$ cat config.mk
export PLATFORM = sky130hd
export DESIGN_NAME = haraka_round_sched
export DESIGN_NICKNAME = d
export VERILOG_FILES = /design/src/rtl/haraka_round_sched.sv
export SDC_FILE = /design/constraint.sdc
export NUM_CORES = 1
export LEC_CHECK = 0
export CAP_MARGIN = 20
export CELL_PAD_IN_SITES_DETAIL_PLACEMENT = 1
export CELL_PAD_IN_SITES_GLOBAL_PLACEMENT = 1
export CORE_AREA = 3 3 556 558
export DETAILED_ROUTE_END_ITERATION = 10
export DIE_AREA = 0 0 559 561
export GPL_TIMING_DRIVEN = 0
export PLACE_DENSITY_LB_ADDON = 0.1
export SYNTH_ARGS = -nofsm -noshare
export SYNTH_HDL_FRONTEND = slang
export SYNTH_SLANG_ARGS = --single-unit
$ cat constraint.sdc
create_clock -name clk -period 38 [get_ports clk]
set_input_delay 7.6 -clock clk [delete_from_list [all_inputs] [get_ports clk]]
set_output_delay 7.6 -clock clk [all_outputs]
set_load 0.02 [all_outputs]
$ cat src/rtl/haraka_round_sched.sv
// haraka_round_sched: time-shares one single-round, 1-cycle-latency AES unit
// across the LANES 128-bit lanes of a Haraka state. Accepts a state, runs
// NUM_ROUNDS x AES_PER_ROUND AES rounds per lane, then returns the state.
// Optional: define HARAKA_SCHED_MIX_EN to insert the Haraka v2 512-bit MIX
// step after every round (LANES must be 4 in that build).
module haraka_round_sched #(
    parameter int LANES         = 4,
    parameter int NUM_ROUNDS    = 5,
    parameter int AES_PER_ROUND = 2,
    parameter int RC_IDX_W      = 6
) (
    input  logic                  clk,
    input  logic                  rst,
    input  logic                  start_valid,
    output logic                  start_ready,
    input  logic [LANES*128-1:0]  start_data,
    output logic                  done_valid,
    input  logic                  done_ready,
    output logic [LANES*128-1:0]  done_data,
    output logic                  busy,
    output logic [127:0]          aes_in,
    output logic                  aes_encrypt,
    output logic [RC_IDX_W-1:0]   rc_idx,
    input  logic [127:0]          rc_data,
    input  logic [127:0]          aes_out
);

    localparam int LW = $clog2(LANES);
    localparam int AW = (AES_PER_ROUND > 1) ? $clog2(AES_PER_ROUND) : 1;
    localparam int RW = (NUM_ROUNDS > 1) ? $clog2(NUM_ROUNDS) : 1;

    typedef enum logic [2:0] {
        S_IDLE,
        S_ISSUE,
        S_DRAIN,
`ifdef HARAKA_SCHED_MIX_EN
        S_MIX,
`endif
        S_DONE
    } state_t;

    state_t state_q, state_d;

    // issue counters: lane (fastest), AES step, round (slowest)
    logic [LW-1:0] l_q, l_d;
    logic [AW-1:0] a_q, a_d;
    logic [RW-1:0] r_q, r_d;

    logic load_en;
    logic issue_en;
`ifdef HARAKA_SCHED_MIX_EN
    logic mix_en;
`endif

    // capture pipeline: tracks the issue made last cycle
    logic          cap_vld_q;
    logic [LW-1:0] cap_lane_q;
    logic [RC_IDX_W-1:0] rc_idx_q;
    logic [127:0]  aes_hold_q;

    logic [127:0] lane_vec [LANES];
    logic [RC_IDX_W-1:0] issue_idx;

    logic last_l, last_a, last_r;

    // rc_data feeds the AES unit directly; it is not used inside the sequencer
    logic rc_data_unused;
    assign rc_data_unused = ^rc_data;

    assign last_l = (l_q == LW'(LANES - 1));
    assign last_a = (a_q == AW'(AES_PER_ROUND - 1));
    assign last_r = (r_q == RW'(NUM_ROUNDS - 1));

    assign issue_idx = RC_IDX_W'((int'(r_q) * AES_PER_ROUND + int'(a_q)) * LANES + int'(l_q));

    // state and counter registers
    always_ff @(posedge clk or posedge rst) begin
        if (rst) begin
            state_q <= S_IDLE;
            l_q     <= '0;
            a_q     <= '0;
            r_q     <= '0;
        end else begin
            state_q <= state_d;
            l_q     <= l_d;
            a_q     <= a_d;
            r_q     <= r_d;
        end
    end

    // next-state, counter advance and per-state control strobes
    always_comb begin
        state_d  = state_q;
        l_d      = l_q;
        a_d      = a_q;
        r_d      = r_q;
        load_en  = 1'b0;
        issue_en = 1'b0;
`ifdef HARAKA_SCHED_MIX_EN
        mix_en   = 1'b0;
`endif
        case (state_q)
            S_IDLE: begin
                if (start_valid) begin
                    load_en = 1'b1;
                    l_d     = '0;
                    a_d     = '0;
                    r_d     = '0;
                    state_d = S_ISSUE;
                end
            end
            S_ISSUE: begin
                issue_en = 1'b1;
                if (last_l) begin
                    l_d = '0;
                    if (last_a) begin
                        a_d = '0;
                        // r wraps to 0 after the final round; MIX uses that to finish
                        r_d = last_r ? '0 : r_q + RW'(1);
`ifdef HARAKA_SCHED_MIX_EN
                        state_d = S_DRAIN;
`else
                        if (last_r) begin
                            state_d = S_DRAIN;
                        end
`endif
                    end else begin
                        a_d = a_q + AW'(1);
                    end
                end else begin
                    l_d = l_q + LW'(1);
                end
            end
            S_DRAIN: begin
`ifdef HARAKA_SCHED_MIX_EN
                state_d = S_MIX;
`else
                state_d = S_DONE;
`endif
            end
`ifdef HARAKA_SCHED_MIX_EN
            S_MIX: begin
                mix_en  = 1'b1;
                state_d = (r_q == '0) ? S_DONE : S_ISSUE;
            end
`endif
            S_DONE: begin
                if (done_ready) begin
                    state_d = S_IDLE;
                end
            end
            default: state_d = S_IDLE;
        endcase
    end

    // remember the in-flight issue so its result lands in the right lane next cycle
    always_ff @(posedge clk or posedge rst) begin
        if (rst) begin
            cap_vld_q  <= 1'b0;
            cap_lane_q <= '0;
            rc_idx_q   <= '0;
            aes_hold_q <= '0;
        end else begin
            cap_vld_q  <= issue_en;
            cap_lane_q <= l_q;
            rc_idx_q   <= issue_en ? issue_idx : '0;
            if (issue_en) begin
                aes_hold_q <= lane_vec[l_q];
            end
        end
    end

`ifdef HARAKA_SCHED_MIX_EN
    logic [127:0] mix_vec [LANES];

    // Haraka v2 512-bit MIX: 32-bit word permutation across the four lanes
    always_comb begin
        for (int i = 0; i < LANES; i++) begin
            mix_vec[i] = lane_vec[i];
        end
        mix_vec[0] = {lane_vec[3][127:96], lane_vec[1][127:96], lane_vec[2][127:96], lane_vec[0][127:96]};
        mix_vec[1] = {lane_vec[1][31:0],   lane_vec[3][31:0],   lane_vec[0][31:0],   lane_vec[2][31:0]};
        mix_vec[2] = {lane_vec[1][63:32],  lane_vec[3][63:32],  lane_vec[0][63:32],  lane_vec[2][63:32]};
        mix_vec[3] = {lane_vec[3][95:64],  lane_vec[1][95:64],  lane_vec[2][95:64],  lane_vec[0][95:64]};
    end
`endif

    for (genvar gi = 0; gi < LANES; gi++) begin : g_lane
        logic [127:0] lane_q;

        // lane register: load on accept, overwrite with AES result on capture
        always_ff @(posedge clk or posedge rst) begin
            if (rst) begin
                lane_q <= '0;
            end else if (load_en) begin
                lane_q <= start_data[128*gi +: 128];
            end else if (cap_vld_q && (cap_lane_q == LW'(gi))) begin
                lane_q <= aes_out;
`ifdef HARAKA_SCHED_MIX_EN
            end else if (mix_en) begin
                lane_q <= mix_vec[gi];
`endif
            end
        end

        assign lane_vec[gi]               = lane_q;
        assign done_data[128*gi +: 128]   = lane_q;
    end

    assign start_ready = (state_q == S_IDLE);
    assign done_valid  = (state_q == S_DONE);
    assign busy        = (state_q == S_ISSUE) || (state_q == S_DRAIN)
`ifdef HARAKA_SCHED_MIX_EN
                       || (state_q == S_MIX)
`endif
                       ;
    // aes_in follows the issuing lane directly so the AES input register sees it this cycle
    assign aes_in      = issue_en ? lane_vec[l_q] : aes_hold_q;
    assign aes_encrypt = ~rst;
    assign rc_idx      = rc_idx_q;

endmodule

---- Yosys cells after proc, flatten, opt, wreduce, memory -nomap -nowiden ----
Index checks and enable logic that the tools add are counted.
storage, ports and cells
  output and inout bits ................... 650
  word-level logic and storage cells ...... 83
  input bits .............................. 772
  bits in registers ....................... 658
operators by class
  bitwise gates (word level) .............. 2
  $add $sub $neg .......................... 5
  equality and inequality tests ........... 13
  multiplexer cells ....................... 34
  $lt $le $gt $ge ......................... 1
  reductions and logical operators ........ 16
operators by type and width
  cell                                                             count
  128-bit 2-to-1 mux                                               11
  128-bit binary-select mux with 2-bit select                      1
  3-bit 2-to-1 mux                                                 9
  3-bit case mux with 4 select lines                               1
  2-bit nonzero test                                               5
  2-bit inequality test, second input constant                     4
  6-bit by 2-bit adder with 6-bit output                           1
  2-bit == test, second input constant                             3
  3-bit by 2-bit == test with 1-bit output, second input constant  2
  1-bit 2-to-1 mux                                                 6
  6-bit 2-to-1 mux                                                 1
  3-bit case mux with 2 select lines                               1
  5-bit AND reduction                                              1
  4-bit by 1-bit adder with 4-bit output                           1
  1-bit logical AND                                                4
  2-bit 2-to-1 mux                                                 2
  2-bit case mux with 2 select lines                               1
  4-bit AND reduction                                              1
  3-bit by 1-bit adder with 3-bit output, second input constant    1
  3-bit by 1-bit == test with 1-bit output, second input constant  1
  3-bit == test, second input constant                             1
  3-bit greater-or-equal comparator, second input constant         1
  3-bit logical NOT                                                1
  2-bit NOT with 3-bit output                                      1
  other kinds (10)                                                 10

---- Depth between registers and ports, before layout ----
  depth in word-level cells ............... 5
  gate-level depth with buffers ........... 11
  depth with buffers taken out ............ 6

---- Least setup slack after synthesis ----
Ideal clock, no wire load.
  path type ............................... input port to output port
  start point ............................. in rst
  end point ............................... out aes_encrypt
  buffers on the path ..................... 0
  data arrival time ....................... 21.174 ns
  slack ................................... 9.226 ns
  stages on the path ...................... 1
  required time ........................... 30.400 ns
  cells stage by stage .................... inv_1
on the way
  word-level cells in the longest chain between the ends .. 1
RTL lines
  item                line  RTL
  start: declaration  13    input logic rst,
  1-bit NOT           219   assign aes_encrypt = ~rst;
  end: declaration    22    output logic aes_encrypt,
Every way passes these cells.

---- Worst setup path in the final report ----
Ends and elaborated chain as after synthesis.

==> impl_metrics.py <==
metrics = {
    "flow_run": {
        "drv_cap": 0,
    },
    "timing": {
        "setup_viol_count_final": 0,
        "worst_slack_ns": 19.83,
        "clock_skew_ns": 0.0332,
        "tns_ns": 0,
        "worst_slew_pin_slew_ns": 1.10,
        "post-route-period-util": 0.478,
        "clock.fmax_mhz": 55.0,
        "slew_viol_final": 0,
        "period_needed_ns": 18.17,
        "whs_ns": 0.467,
        "rsz0062_at_grt": "false",
        "final-hold-violation-count": 0,
        "slew_headroom": 0.268,
    },
    "finish": {
        "design_area_mm2": 0.0538,
        "layout.nets": 5065,
        "fillers": 34900,
        "drive_gt1_frac": 0.153,
        "area.growth.synth_to_final_pct": 69.4,
        "finalNonFillerCells": 8502,
        "utilization": 0.176,
    },
    "critical_path": {
        "crit_type": "input pin to primary output",
        "r2r_end": "aes_hold_q[104]$_DFF_PP0_",
        "required_ns": 30.40,
        "r2r_slack_ns": 34.61,
        "crit_path_end_kind": "primary output",
        "reg2reg_depth": 6,
        "worstPathMaxFanout": 96,
        "r2r-start": "state_q[1]$_DFFE_PP0P_",
        "cp.arrival_ns": 10.57,
        "critPathLaunchType": "input pin",
    },
    "routing": {
        "route.vias.total": 30400,
        "routed_wl_mm": 278,
        "drcViolationCount": 0,
        "antenna_left": 0,
        "drt_iter0_markers": 1322,
        "post_drt_via_cell_ratio": 3.58,
        "first_pass_iters": 5,
        "wl_per_cell_um": 32.7,
    },
    "clocking": {
        "clkSlewWorstSetupHoldPaths_ns": 0.06,
        "cts_made_buffers": 107,
        "postCtsResizedCells": 0,
        "cts_hold_buf": 0,
        "cts_root_buf": "clkbuf_16",
        "cts_tree": "done",
        "ctsLongestPathBuffers": 4,
        "postCtsSetupBuffers": 0,
        "cts.sinks": 657,
        "cts_max_level": 3,
        "insertion_delay_ns": 0.82,
    },
    "placement": {
        "place_inst": 8276,
        "portBuffers": 1293,
        "hpwl_mm": 217,
        "gp_congestion": 0.776,
        "dpl_cell_area_mm2": 0.0503,
        "dp_slack_ns": 19.74,
    },
    "worst_hold_path": {
        "hold_path_end": "cap_lane_q[1]$_DFF_PP0_",
        "min_path_cells": 0,
        "min_path_type": "flop to flop",
        "min-delay-start": "l_q[1]$_DFFE_PP0P_",
    },
    "synth": {
        "yosysUniqueCellTypes": 36,
        "synthesis.nets": 3644,
        "synthTopCellsByArea": "dfrtp_1 (52%), mux4_2 (9.1%), mux2i_1 (8.1%), a21oi_1 (6.1%), o21ai_0 (5.5%)",
        "netlist_area_mm2": 0.0318,
        "synthArstFlopShare": 1.00,
        "synth_ff_type": "dfrtp_1",
        "yosys_warnings": 0,
        "synth_cells": 2864,
        "yosysTopAreaCell": "dfrtp_1",
        "synth_edf_count": 0,
        "synth_top_area_share": 0.518,
        "postSynthAreaPerCell_um2": 11.1,
        "synth_seq_area_share": 0.518,
        "ys_ff_latch": 657,
    },
    "die": {
        "die-area_mm2": 0.314,
        "pin_count": 1422,
        "die_h_um": 561,
        "coreArea_mm2": 0.305,
        "std_cell_rows": 203,
        "initial_core_util": 0.104,
        "die_x_um": 559,
    },
    "power_and_ir_drop": {
        "p_per_area_mw_per_mm2": 103,
        "total_power_mw": 5.54,
        "vdd_drop_max_mv": 0.0365,
        "leakagePower_nw": 21.7,
    },
    "outcome": {
        "run_status": "finished, final reports clean",
    },
    "grt": {
        "gr-total-overflow": 0,
        "grt_max_degree": 97,
        "grt_pass1_vias": 33700,
        "antenna_found_initial": 157,
        "grt_pass1_wl_mm": 361,
        "grt_usage": 0.172,
    },
}
-- power breakdown --
part | leakage [nW] | switching, mW | total [mW] | internal [mW]
Clock | 1.70 | 0.418 | 1.02 | 0.600
Sequential | 7.86 | 0.328 | 1.38 | 1.05
Combinational | 12.1 | 1.87 | 3.14 | 1.27
Total | 21.7 | 2.61 | 5.54 | 2.92
-- cell families after synthesis --
family | Yosys count | synth area share
buffers and inverters | 239 | 0.0388
DFF | 657 | 0.518
adders and majority gates | 8 | 0.00315
muxes | 515 | 0.218
AOI/OAI and AO/OA | 783 | 0.130
and+or+nand+nor | 662 | 0.0928
-- worst max path at each step --
stage | startpoint | end | slack [ns] | cells past startpoint
after floorplan | rst | aes_encrypt | 9.23 | 1
after global routing | rst | aes_encrypt | 19.57 | 5
after global placement | rst | aes_encrypt | -6.57 | 3
after CTS | rst | aes_encrypt | 19.73 | 5
final | rst | aes_encrypt | 19.83 | 5
after detailed placement | rst | aes_encrypt | 19.74 | 5
-- final cells by class --
| class | count | area, um^2 | area share |
|---|---|---|---|
| sequential | 657 | 16400 | 0.306 |
| multi-input combinational | 1968 | 14100 | 0.262 |
| timing repair buffer | 1312 | 13400 | 0.248 |
| tap | 4100 | 5130 | 0.0954 |
| clock buffer | 162 | 3190 | 0.0593 |
| buffer | 229 | 1200 | 0.0224 |
| clock inverter | 27 | 254 | 0.00472 |
| antenna | 37 | 92.6 | 0.00172 |
| inverter | 10 | 45.0 | 0.000837 |
-- cells in the final DEF, fill, tap and decap left out, types with 101 or more instances in the layout --
cell type        instances
o21ai_0                349
and2_1                 135
nor2_1                 129
nand2_1                347
mux2i_1                258
dfrtp_1                657
clkdlybuf4s50_1       1293
mux2_2                 129
mux4_2                 128
a21oi_1                384
clkbuf_1               101
buf_2                  112
clkbuf_16              110
-- routing by layer --
layer / vias up / part of all wire / track usage / wire [um]
met5: - / 0.0034 / 0 / 943
met4: 146 / 0.031 / 0.0545 / 8560
met3: 399 / 0.090 / 0.0712 / 25100
met2: 1221 / 0.47 / 0.285 / 131000
met1: 15600 / 0.40 / 0.201 / 112000
li1: 13100 / - / - / -
-- state kept, by name, summed over array words and instances (netlist names) --
| register | count |
|---|---|
| a_q | 1 |
| cap_vld_q | 1 |
| rc_idx | 6 |
| cap_lane_q | 2 |
| g_lane.lane_q | 512 |
| aes_hold_q | 128 |
| state_q | 2 |
| r_q | 3 |
| l_q | 2 |
-- cells in the mapped netlist, types with 4 or more instances --
cell type	number
a21oi_1	384
and2_1	135
buf_1	9
buf_12	4
buf_2	112
buf_4	8
buf_6	11
clkbuf_1	80
clkbuf_2	4
dfrtp_1	657
ha_1	8
inv_1	10
mux2_2	129
mux2i_1	258
mux4_2	128
nand2_1	347
nand2_2	40
nor2_1	129
o21ai_0	349
o21ai_2	40
-- critical path, cell delays in order --
cell	delay, ns
clkdlybuf4s50_1	0.49
inv_8	0.53
buf_16	0.41
buf_16	0.45
clkdlybuf4s50_1	0.72
No activity file was read; power rests on OpenSTA's default activity.
